[src/rtl/regfile_ctrl_pkg.sv]
`default_nettype none
// ============================================================================
// Module   : regfile_ctrl_pkg
// Brief    : Shared types and constants for the register-file write-back
//            controller.
// Revision : 1.0 - initial release
// ============================================================================
package regfile_ctrl_pkg;

  // Controller phase: clearing the register file, then normal write-back.
  typedef enum logic [0:0] {
    INIT = 1'b0,
    RUN  = 1'b1
  } wb_state_e;

  // x0 is hardwired to zero; writes to it are consumed but never issued.
  localparam int REG_ZERO = 0;

  // Default register index width and the resulting register count.
  localparam int DEF_ADDR_W = 5;
  localparam int NUM_REGS   = 2 ** DEF_ADDR_W;

  // Register count for an arbitrary index width.
  function automatic int num_regs(input int addr_w);
    return 2 ** addr_w;
  endfunction

endpackage
`default_nettype wire

[src/rtl/rr_arbiter.sv]
`default_nettype none
// ============================================================================
// Module   : rr_arbiter
// Brief    : Round-robin arbiter. Combinational one-hot grant to the first
//            requester at or after the pointer; the pointer moves just past
//            the granted requester whenever a transfer is taken.
// Revision : 1.0 - initial release
// ============================================================================
module rr_arbiter #(
  parameter  int N     = 3,
  localparam int PTR_W = (N > 1) ? $clog2(N) : 1
) (
  input  logic             clk,
  input  logic             rst_n,
  input  logic [N-1:0]     req,
  input  logic             advance,
  input  logic [PTR_W-1:0] gnt_idx,
  output logic [N-1:0]     grant
);

  logic [PTR_W-1:0] rr_ptr;
  logic             found;

  // Pointer wraps at N (not at a power of two) after the granted requester.
  always_ff @(posedge clk or negedge rst_n) begin
    if (!rst_n) begin
      rr_ptr <= '0;
    end else if (advance) begin
      if (gnt_idx == PTR_W'(N - 1)) begin
        rr_ptr <= '0;
      end else begin
        rr_ptr <= gnt_idx + PTR_W'(1);
      end
    end
  end

  // Two-pass search: indices >= rr_ptr first, then wrap around from 0.
  always_comb begin
    grant = '0;
    found = 1'b0;
    for (int i = 0; i < N; i++) begin
      if (!found && req[i] && (PTR_W'(i) >= rr_ptr)) begin
        grant[i] = 1'b1;
        found    = 1'b1;
      end
    end
    for (int i = 0; i < N; i++) begin
      if (!found && req[i]) begin
        grant[i] = 1'b1;
        found    = 1'b1;
      end
    end
  end

endmodule
`default_nettype wire

[src/rtl/regfile_wb_arbiter.sv]
`default_nettype none
// ============================================================================
// Module   : regfile_wb_arbiter
// Brief    : Write-back controller for the general register file. Clears
//            registers 1..NUM_REGS-1 after reset, then shares the single
//            write port among N_REQ sources with round-robin arbitration.
// Revision : 1.0 - initial release
// ============================================================================
module regfile_wb_arbiter
  import regfile_ctrl_pkg::*;
#(
  parameter int N_REQ  = 3,
  parameter int DATA_W = 32,
  parameter int ADDR_W = 5
) (
  input  logic                    clk,
  input  logic                    rst_n,
  input  logic [N_REQ-1:0]        req_valid,
  output logic [N_REQ-1:0]        req_ready,
  input  logic [N_REQ*ADDR_W-1:0] req_reg,
  input  logic [N_REQ*DATA_W-1:0] req_data,
  output logic                    rf_reg_write,
  output logic [ADDR_W-1:0]       rf_write_reg,
  output logic [DATA_W-1:0]       rf_write_data,
  output logic                    init_done
);

  localparam int PTR_W = (N_REQ > 1) ? $clog2(N_REQ) : 1;
  localparam logic [ADDR_W-1:0] LAST_REG = ADDR_W'(num_regs(ADDR_W) - 1);

  wb_state_e         state, state_nxt;
  logic [ADDR_W-1:0] init_cnt, init_cnt_nxt;
  logic              done_nxt;
  logic              we_nxt;
  logic [ADDR_W-1:0] wreg_nxt;
  logic [DATA_W-1:0] wdata_nxt;

  logic [N_REQ-1:0]  grant;
  logic [PTR_W-1:0]  gnt_idx;
  logic [ADDR_W-1:0] sel_reg;
  logic [DATA_W-1:0] sel_data;
  logic              advance;

  rr_arbiter #(
    .N (N_REQ)
  ) u_arb (
    .clk     (clk),
    .rst_n   (rst_n),
    .req     (req_valid),
    .advance (advance),
    .gnt_idx (gnt_idx),
    .grant   (grant)
  );

  // Ready only in RUN; a transfer is any granted request while running.
  assign req_ready = (state == RUN) ? grant : '0;
  assign advance   = (state == RUN) && (|grant);

  // One-hot grant to index, destination and data of the winner.
  always_comb begin
    gnt_idx  = '0;
    sel_reg  = '0;
    sel_data = '0;
    for (int i = 0; i < N_REQ; i++) begin
      if (grant[i]) begin
        gnt_idx  = PTR_W'(i);
        sel_reg  = req_reg[i*ADDR_W +: ADDR_W];
        sel_data = req_data[i*DATA_W +: DATA_W];
      end
    end
  end

  // Next state and next values of the registered write-port outputs.
  always_comb begin
    state_nxt    = state;
    init_cnt_nxt = init_cnt;
    done_nxt     = init_done;
    we_nxt       = 1'b0;
    wreg_nxt     = rf_write_reg;
    wdata_nxt    = rf_write_data;
    case (state)
      INIT: begin
        we_nxt       = 1'b1;
        wreg_nxt     = init_cnt;
        wdata_nxt    = '0;
        init_cnt_nxt = init_cnt + ADDR_W'(1);
        if (init_cnt == LAST_REG) begin
          state_nxt = RUN;
          done_nxt  = 1'b1;
        end
      end
      RUN: begin
        if (advance) begin
          we_nxt    = (sel_reg != ADDR_W'(REG_ZERO));
          wreg_nxt  = sel_reg;
          wdata_nxt = sel_data;
        end
      end
      default: state_nxt = INIT;
    endcase
  end

  // State, clear counter and write-port output registers.
  always_ff @(posedge clk or negedge rst_n) begin
    if (!rst_n) begin
      state         <= INIT;
      init_cnt      <= ADDR_W'(1);
      init_done     <= 1'b0;
      rf_reg_write  <= 1'b0;
      rf_write_reg  <= '0;
      rf_write_data <= '0;
    end else begin
      state         <= state_nxt;
      init_cnt      <= init_cnt_nxt;
      init_done     <= done_nxt;
      rf_reg_write  <= we_nxt;
      rf_write_reg  <= wreg_nxt;
      rf_write_data <= wdata_nxt;
    end
  end

endmodule
`default_nettype wire

[config.mk]
export PLATFORM = sky130hd
export DESIGN_NAME = regfile_wb_arbiter
export DESIGN_NICKNAME = d
export VERILOG_FILES = /design/src/rtl/regfile_ctrl_pkg.sv /design/src/rtl/rr_arbiter.sv /design/src/rtl/regfile_wb_arbiter.sv
export SDC_FILE = /design/constraint.sdc
export NUM_CORES = 1
export LEC_CHECK = 0
export ABC_AREA = 1
export CAP_MARGIN = 20
export CELL_PAD_IN_SITES_DETAIL_PLACEMENT = 1
export CELL_PAD_IN_SITES_GLOBAL_PLACEMENT = 1
export CORE_ASPECT_RATIO = 1.1
export CORE_MARGIN = 2
export CORE_UTILIZATION = 29
export CTS_BUF_LIST = sky130_fd_sc_hd__clkbuf_8
export DETAILED_ROUTE_END_ITERATION = 8
export GPL_ROUTABILITY_DRIVEN = 1
export PLACE_DENSITY = 0.95
export SLEW_MARGIN = 20
export SYNTH_ARGS = -nofsm -noshare
export SYNTH_HDL_FRONTEND = slang
export SYNTH_HIERARCHICAL = 1
export SYNTH_SLANG_ARGS = --single-unit
export TNS_END_PERCENT = 30
[constraint.sdc]
create_clock -name clk -period 3.9 [get_ports clk]
set_input_delay 0.78 -clock clk [delete_from_list [all_inputs] [get_ports clk]]
set_output_delay 0.78 -clock clk [all_outputs]
set_load 0.01 [all_outputs]
## After elaboration in Yosys (flattened, before gate mapping)

Index checks and enable logic that the tools add are counted.

| word-level totals | value |
|---|---|
| logic and storage cells | 61 |
| output and inout port bits | 42 |
| register bits | 47 |
| input port bits | 116 |

| cells by class | value |
|---|---|
| multiplexer cells | 28 |
| add/sub/neg operators | 2 |
| equal/unequal tests | 3 |
| bitwise logic cells | 1 |
| reductions and logical operators | 17 |
| $lt $le $gt $ge | 3 |

Operators with widths:

| kind | count |
|---|---|
| two-way mux 32 bit | 4 |
| one-hot mux 32 bit (2 select lines) | 1 |
| two-way mux 5 bit | 4 |
| two-way mux 1 bit | 14 |
| one-hot mux 5 bit (2 select lines) | 1 |
| logical AND 1 bit | 9 |
| adder 5 x 1 -> 5 bit (second input constant) | 1 |
| == test 5 bit (second input constant) | 1 |
| logical NOT 1 bit | 5 |
| nonzero test 5 bit | 1 |
| >= comparator 1 x 2 -> 1 bit (first input constant) | 2 |
| two-way mux 2 bit | 2 |
| two-way mux 3 bit | 1 |
| OR reduction 3 bit | 1 |
| adder 2 x 1 -> 2 bit (second input constant) | 1 |
| == test 2 bit (second input constant) | 1 |
| >= comparator 2 bit (first input constant) | 1 |
| inequality test 2 x 1 -> 1 bit (second input constant) | 1 |
| one-hot mux 1 bit (2 select lines) | 1 |
| AND reduction 2 bit | 1 |
| inverter 1 bit | 1 |

## Logic depth before layout (Yosys ltp)

Gate-level depths: netlist (run 1).

| logic depth | value |
|---|---|
| depth in word-level cells | 24 |
| mapped depth | 12 |
| mapped depth without buffers | 10 |

## By module

Netlist (run 1), hierarchy kept.

By module, submodules not included:

| module | cells an instance | area each (um2) | seq. area each (um2) | instances |
|---|---|---|---|---|
| regfile_wb_arbiter | 377 | 2,715.1 | 1,127.3 | 1 |
| rr_arbiter | 24 | 151.4 | 50.0 | 1 |

## Worst setup path before layout (run 1)

No wires, ideal clock.

| timing | value |
|---|---|
| kind | input -> output |
| start | in req_valid[0] |
| end | out req_ready[2] |
| path buffers | 2 |
| arrival time | 1.580 ns |
| data required time | 3.120 ns |
| stages | 7 |
| setup slack | 1.540 ns |
| cells stage by stage | nand3_2 > nand2_1 > nor2_1 > buf_6 > buf_2 > nand2_1 > inv_1 |

| on the way | value |
|---|---|
| cells in the longest elaborated chain, start to end | 20 |
| elaborated cells between the ends (all ways) | 21 |
| classes of those cells | mux (8); reduce/logical (13) |

RTL lines:

| what | RTL line | source |
|---|---|---|
| start, declared | regfile_wb_arbiter.sv:18 | `input logic [N_REQ-1:0] req_valid,` |
| logical AND 1 bit | rr_arbiter.sv:42 | `if (!found && req[i] && (PTR_W'(i) >= rr_ptr)) begin` |
| two-way mux 1 bit | rr_arbiter.sv:42 |  |
| logical NOT 1 bit | rr_arbiter.sv:42 |  |
| logical AND 1 bit (2 in series) | rr_arbiter.sv:42 |  |
| two-way mux 1 bit | rr_arbiter.sv:42 |  |
| logical NOT 1 bit | rr_arbiter.sv:42 |  |
| logical AND 1 bit (2 in series) | rr_arbiter.sv:42 |  |
| two-way mux 1 bit | rr_arbiter.sv:42 |  |
| (+2 left out) | n/a |  |
| two-way mux 1 bit | rr_arbiter.sv:48 | `if (!found && req[i]) begin` |
| logical NOT 1 bit | rr_arbiter.sv:48 |  |
| logical AND 1 bit | rr_arbiter.sv:48 |  |
| two-way mux 1 bit | rr_arbiter.sv:48 |  |
| logical NOT 1 bit | rr_arbiter.sv:48 |  |
| logical AND 1 bit | rr_arbiter.sv:48 |  |
| two-way mux 1 bit * | rr_arbiter.sv:48 |  |
| two-way mux 3 bit * | regfile_wb_arbiter.sv:56 | `assign req_ready = (state == RUN) ? grant : '0;` |
| end, declared | regfile_wb_arbiter.sv:19 | `output logic [N_REQ-1:0] req_ready,` |

Mark *: on every way between the ends. The rest lies on a longest branch, timed or not.

## Worst setup path in the final report (run 1)

| timing | value |
|---|---|
| start | in req_valid[1] |
| end | out req_ready[1] |

| on the way | value |
|---|---|
| cells in the longest elaborated chain, start to end | 14 |
| elaborated cells between the ends (all ways) | 15 |
| classes of those cells | mux (6); reduce/logical (9) |

RTL lines:

| what | RTL line | source |
|---|---|---|
| logical AND 1 bit (2 in series) | rr_arbiter.sv:42 |  |
| two-way mux 1 bit | rr_arbiter.sv:42 |  |
| logical NOT 1 bit | rr_arbiter.sv:42 |  |
| logical AND 1 bit (2 in series) | rr_arbiter.sv:42 |  |
| two-way mux 1 bit | rr_arbiter.sv:42 |  |
| logical NOT 1 bit | rr_arbiter.sv:48 |  |
| logical AND 1 bit | rr_arbiter.sv:48 |  |
| two-way mux 1 bit | rr_arbiter.sv:48 |  |
| logical NOT 1 bit | rr_arbiter.sv:48 |  |
| logical AND 1 bit | rr_arbiter.sv:48 |  |
| two-way mux 1 bit * | rr_arbiter.sv:48 |  |
| via grant[1] | regfile_wb_arbiter.sv:38 | `logic [N_REQ-1:0] grant;` |
| two-way mux 3 bit * | regfile_wb_arbiter.sv:56 |  |

Mark *: on every way through the listed nets, which the timed path passes. The rest lies on a longest branch.

==> results of run 1 <==
==> final cells by class <==
| cell class | count | area [µm²] |
|---|---|---|
| fill | 1209 | 5204 |
| timing repair buffer | 159 | 1584 |
| multi-input combinational | 314 | 1453 |
| sequential | 47 | 1179 |
| tap | 120 | 150.1 |
| clock buffer | 6 | 82.58 |
| inverter | 16 | 60.06 |
| clock inverter | 2 | 35.03 |
==> Yosys cell counts, types with 3 or more instances <==
library cell,n,area [µm²]
buf_2,5,25.02
nand2_1,190,713.2
dfrtp_1,46,1151
nand4_1,3,18.77
nand3_1,79,395.4
buf_6,7,78.83
inv_2,5,18.77
buf_1,4,15.01
nand2_2,11,68.82
inv_1,11,41.29
buf_4,5,37.54
nor2_8,4,80.08
nor2_1,10,37.54
==> cells in the final DEF, fill, tap and decap left out <==
cell type        synthesis  routed
a21o_1                   1       1
a21oi_1                  2       2
and3_1                   1       1
and3_2                   1       1
buf_4                    5       3
bufinv_16                0       1
clkbuf_8                 0       6
clkdlybuf4s50_1          0     156
clkinv_2                 0       1
dfrtp_1                 46      45
dfrtp_2                  0       1
dfstp_2                  1       1
ha_1                     2       2
inv_1                   11      11
inv_2                    5       5
nand2_1                190     190
nand2_2                 11      11
nand2_4                  1       1
nand3_1                 79      79
nand3_2                  1       1
nand4_1                  3       3
nor2_1                  10       9
nor2_4                   0       1
nor2_8                   4       4
o21ai_0                  2       2
o21ai_1                  1       1
o22ai_1                  1       1
or2_2                    1       1
xnor2_1                  2       2
xor2_1                   1       1
==> metal layers <==
layer	vias up	part of all wire, %	track usage (%)
li1	1552	-	-
met1	1624	41	21.87
met2	103	53	37.45
met3	12	4.7	3.426
met4	0	1.3	4.892
met5	-	0	0
==> critical path: stages <==
cell	delay [ns]
clkdlybuf4s50_1	0.52
inv_1	0.05
nor2_1	0.09
nand4_1	0.14
nand2_1	0.11
nand2_1	0.05
inv_1	0.08
clkdlybuf4s50_1	0.52
==> stage by stage <==
step	instances	worst slack (ns)	util, %	hold WS [ns]	power [mW]
detailed placement	656	0.6071	45.38	0.4502	2.461
floorplan	401	1.540	-	0.4590	1.753
CTS	664	0.7481	46.59	0.4767	2.858
global placement	656	0.7519	45.38	0.4509	2.381
finish	664	0.7597	46.61	0.4724	2.806
global route	664	0.6536	46.61	0.5128	3.029
==> power by group through the flow <==
stage / Sequential (mW) / Clock (mW) / Combinational, mW
finish: 0.828 / 0.380 / 1.60
CTS: 0.829 / 0.398 / 1.63
detailed placement: 0.833 / 0 / 1.63
floorplan: 0.909 / 0 / 0.844
global route: 0.856 / 0.409 / 1.76
global placement: 0.826 / 0 / 1.55
==> final timing paths <==
| check | startpoint | endpoint | slack [ns] | cells after the start |
|---|---|---|---|---|
| min in group asynchronous | rst_n | rf_write_data[22]$_DFFE_PN0P_ | 0.49 | 1 |
| worst max register to register | u_arb/rr_ptr[1]$_DFFE_PN0P_ | rf_write_reg[2]$_DFFE_PN0P_ | 1.51 | 9 |
| worst min register to register | init_done$_DFFE_PN0P_ | init_done$_DFFE_PN0P_ | 0.47 | 1 |
| worst max-delay path | req_valid[1] | req_ready[1] | 0.76 | 8 |
| worst min-delay path | init_done$_DFFE_PN0P_ | init_done$_DFFE_PN0P_ | 0.47 | 1 |
| max in group asynchronous | rst_n | state$_DFF_PN0_ | 2.95 | 1 |
==> logic make-up after synthesis <==
| group | synth area share [%] |
|---|---|
| and+or+nand+nor | 47.27 |
| buffers and inverters | 8.512 |
| adders and majority gates | 0.8728 |
| AOI/OAI and AO/OA | 1.353 |
| DFF | 41.07 |
| xor gates and xnor gates | 0.9168 |
==> flow_metrics.tcl, run 1 <==
set metrics [dict create \
    status "completed" \
    gp_congestion 0.7894 \
    end_kind "output pin" \
    critPathLaunchType "input port" \
    path_clk_slew_ns 0.09 \
    cts_sinks 47 \
    root_buffer "clkbuf_8" \
    cts_tree "yes" \
    fin_crit_sh_pct 80.52 \
    synthArstFlopShare_pct 100.0 \
    hold_viol_final 0 \
    numPortBuffers 157 \
    maxSlewHeadroom_pct 41.84 \
    cts_made_buffers 5 \
    h-tree-depth 2 \
    ys_ff_latch 47 \
    antenna_left 0 \
    num_antenna_cells 0 \
    drv_slew 0 \
    layout-drive-gt1-share_pct 6.985 \
    dr.pass1.iters 4 \
    finish.instance_area_um2 4543 \
    seqPwrFrac_pct 29.5 \
    fp.coreArea_um2 9747 \
    synthesis.nets 519 \
    dieWidth_um 98.80 \
    start_util_pct 29.41 \
    grt_max_degree 48 \
    worstPathRequired_ns 3.12 \
    yosys_warnings 6 \
    grt_pass1_vias 3600 \
    netlist_area_um2 2866 \
    place.detailed.hpwl_mm 7.859 \
    synth_flop_cell "dfrtp_1" \
    period_minus_slack_ns 3.140 \
    nNetsFinal 661 \
    ctsResizeCount 0 \
    syn_inst 401 \
    finalSetupTns_ns 0 \
    rsz0062_at_grt "no" \
    synth-edff-count 0 \
    switching_share_pct 42.00 \
    largest_reg_flops 32 \
    die-height_um 108.3 \
    leakage_nw 2.140 \
    ctsHoldBuffers 0 \
    syn2layout_area_growth_pct 58.49 \
    grt_util_all_layers_pct 19.40 \
    drc_errors 0 \
    via_per_inst 4.956 \
    vias 3291 \
    ir_worst_vdd_mv 0.2672 \
    worstMarginPinSlew_ns 0.8724 \
    cap_viol_max_count 0 \
    synth_cell_type_count 29 \
    place_area_um2 4423 \
    crit_path_max_fanout 4 \
    power_frac_comb_pct 57.0 \
    routedWlPerCell_um 15.99 \
    wl_mm 10.62 \
    worstSkewPairLatency_ns 0.30 \
    drtIter0Drc 95 \
    internal_power_mw 1.627 \
    synth_area_per_cell_um2 7.148 \
    antenna_found_initial 0 \
    dieArea_um2 10700 \
    pin_count 158 \
    num_rows 38 \
    clkPwrFrac_pct 13.5 \
    hold_class "reg2reg" \
    fmax_ghz 0.3184 \
    powerDensity_nw_per_um2 617.7 \
    grt-ovfl-total 0 \
    seq_area_frac_synth_pct 41.07 \
    setup_violations 0 \
    crit_type "in2out" \
    grt_pass1_wl_mm 17.02 \
    cts_buffer_depth 2 \
    p_sw_mw 1.179 \
    fin_skew_ns 0.008745 \
    cp.arrival_ns 2.36 \
    cts_setup_buffers 0 \
]
(Power assumes the default switching activity.)
==> run 2: changes to the inputs <==
--- a/config.mk
+++ b/config.mk
@@ -11,11 +11,11 @@
 export CELL_PAD_IN_SITES_GLOBAL_PLACEMENT = 1
 export CORE_ASPECT_RATIO = 1.1
 export CORE_MARGIN = 2
-export CORE_UTILIZATION = 29
+export CORE_UTILIZATION = 27
 export CTS_BUF_LIST = sky130_fd_sc_hd__clkbuf_8
 export DETAILED_ROUTE_END_ITERATION = 8
 export GPL_ROUTABILITY_DRIVEN = 1
-export PLACE_DENSITY = 0.95
+export PLACE_DENSITY = 0.94
 export SLEW_MARGIN = 20
 export SYNTH_ARGS = -nofsm -noshare
 export SYNTH_HDL_FRONTEND = slang
==> constraint.sdc (replaced) <==
create_clock -name clk -period 3.1 [get_ports clk]
set_input_delay 0.62 -clock clk [delete_from_list [all_inputs] [get_ports clk]]
set_output_delay 0.62 -clock clk [all_outputs]
set_load 0.01 [all_outputs]
==> run 2 against run 1 <==
  * Sequential share of layout area shrank 0.25 points
  * Wire length shrank 3.7%
  * Clock-buffer cell count grew 1
  * Sequential power grew 24%
==> flow_metrics.tcl, run 2 (synthesis gave the netlist of run 1 again) <==
set metrics [dict create \
    numPortBuffers 157 \
    grt_pass1_wl_mm 16.37 \
    via_per_inst 4.648 \
    largest_reg_flops 32 \
    reg2reg_depth 5 \
    gp_congestion 0.7140 \
    timing.final.ws_setup_ns 0.3081 \
    grt_max_degree 48 \
    n_fill_cell 1312 \
    worstPathRequired_ns 2.48 \
    drc_errors 0 \
    holdWs_ns 0.3341 \
    wl_mm 10.23 \
    cts_sinks 47 \
    cpMaxStageDelayCell "clkdlybuf4s50_1" \
    multi_input_area_um2 1453 \
    worstMarginPinSlew_ns 0.6626 \
    end_kind "output pin" \
    h-tree-depth 2 \
    layout-drive-gt1-share_pct 7.299 \
    vias 3212 \
    root_buffer "clkbuf_8" \
    antenna_left 0 \
    num_antenna_cells 0 \
    leakage_nw 2.154 \
    path_clk_slew_ns 0.08 \
    num_rows 39 \
    cp_num_buf_inv 3 \
    critical-path-top-delay-family "buffers and inverters" \
    register_area_um2 1177 \
    fmax_ghz 0.3582 \
    finalSetupTns_ns 0 \
    place.detailed.hpwl_mm 7.847 \
    critPathLaunchType "input port" \
    period_minus_slack_ns 2.792 \
    hold_viol_final 0 \
    antenna_found_initial 0 \
    grt_pass1_vias 3453 \
    ctsResizeCount 0 \
    reg2reg_slack_ns 0.85 \
    fin_crit_sh_pct 90.06 \
    dr.pass1.iters 5 \
    setup_violations 0 \
    cp.arrival_ns 2.17 \
    reg2reg_from "state$_DFF_PN0_" \
    die-height_um 112.1 \
    cts_tree "yes" \
    cts_setup_buffers 0 \
    path_cells "clkdlybuf4s50_1, nand3_2, nand4_1, nand2_1, nand2_1, inv_1, clkdlybuf4s50_1" \
    powerDensity_nw_per_um2 754.6 \
    routedWlPerCell_um 14.80 \
    drtIter0Drc 79 \
    worstSkewPairLatency_ns 0.30 \
    cts_buffer_depth 2 \
    ctsHoldBuffers 0 \
    drv_slew 0 \
    grt-ovfl-total 0 \
    ir_worst_vdd_mv 0.5180 \
    grt_util_all_layers_pct 17.85 \
    fin_skew_ns 0.004739 \
    syn2layout_area_growth_pct 59.89 \
    status "completed" \
    dieArea_um2 11460 \
    fp.coreArea_um2 10340 \
    rsz0062_at_grt "no" \
    cts_made_buffers 5 \
    worst_path_largest_cell_delay_ns 0.53 \
    dp_slack_ns 0.3034 \
    cap_viol_max_count 0 \
    crit_type "in2out" \
    hold_class "in2async" \
    pin_count 158 \
    r2r-end "rf_write_data[20]$_DFFE_PN0P_" \
    dieWidth_um 102.2 \
    start_util_pct 27.71 \
    final_cell_mix "nand2_1 (190), clkdlybuf4s50_1 (156), nand3_1 (79), dfrtp_1 (46), inv_1 (12)" \
    crit_path_max_fanout 5 \
    nNetsFinal 665 \
    final_common_cell "nand2_1" \
    maxSlewHeadroom_pct 55.83 \
]
==> run 2: cell types whose count changed in the layout (fill, tap and decap cells not counted) <==
cell	change
buf_4	+4
bufinv_16	-1
clkbuf_8	+1
clkinv_2	-1
dfrtp_1	+1
dfrtp_2	-1
inv_1	+1
==> run 2: final cells by class <==
class,instances,area share (%)
Clock buffer,7,2.102
Clock inverter,1,0.08190
Inverter,16,1.310
Multi-Input combinational cell,314,31.70
Sequential cell,47,25.69
Tap cell,143,3.904
Timing Repair Buffer,163,35.22
==> run 2: where the power goes <==
part	total, mW	internal (mW)	switching [mW]
combinational	2.03	0.923	1.10
clock	0.400	0.200	0.199
sequential	1.03	0.877	0.154
total	3.46	2.00	1.46
==> run 2: how the worst max path moves through the flow <==
stage / depth (start not counted) / slack, ns / startpoint / endpoint
4_1_cts: 7 / 0.29 / req_valid[0] / req_ready[0]
6_report: 7 / 0.31 / req_valid[0] / req_ready[0]
3_3_place_gp: 7 / 0.39 / req_valid[0] / req_ready[0]
2_1_floorplan: 7 / 1.06 / req_valid[0] / req_ready[2]
5_1_grt: 7 / 0.19 / req_valid[0] / req_ready[2]
3_5_place_dp: 11 / 0.30 / req_valid[0] / rf_write_data[28]$_DFFE_PN0P_
==> run 2: through the flow <==
| stage | power (mW) | instances | util (%) | instance area (µm²) |
|---|---|---|---|---|
| 3_5_place_dp | 3.113 | 683 | 43.31 | 4481 |
| 4_1_cts | 3.529 | 691 | 44.28 | 4581 |
| 3_3_place_gp | 3.011 | 683 | 43.31 | 4481 |
| 5_1_grt | 3.754 | 691 | 44.30 | 4583 |
| 2_1_floorplan | 2.205 | 401 | - | 2867 |
| 6_report | 3.458 | 691 | 44.30 | 4583 |
==> run 2: per-layer routing <==
layer  part of all wire (%)  global-route usage [%]  up-vias
li1                       -                       -     1557
met1                     40                   19.66     1536
met2                     52                   34.21      105
met3                    6.4                   3.736       14
met4                    1.5                   4.267        0
met5                      0                       0        -
==> run 2: worst reg2reg max path, cell delays in order (launching register included) <==
cell,delay [ns]
dfrtp_1,0.77
buf_4,0.44
inv_2,0.21
nor2_8,0.54
nand2_1,0.13
nand2_1,0.11
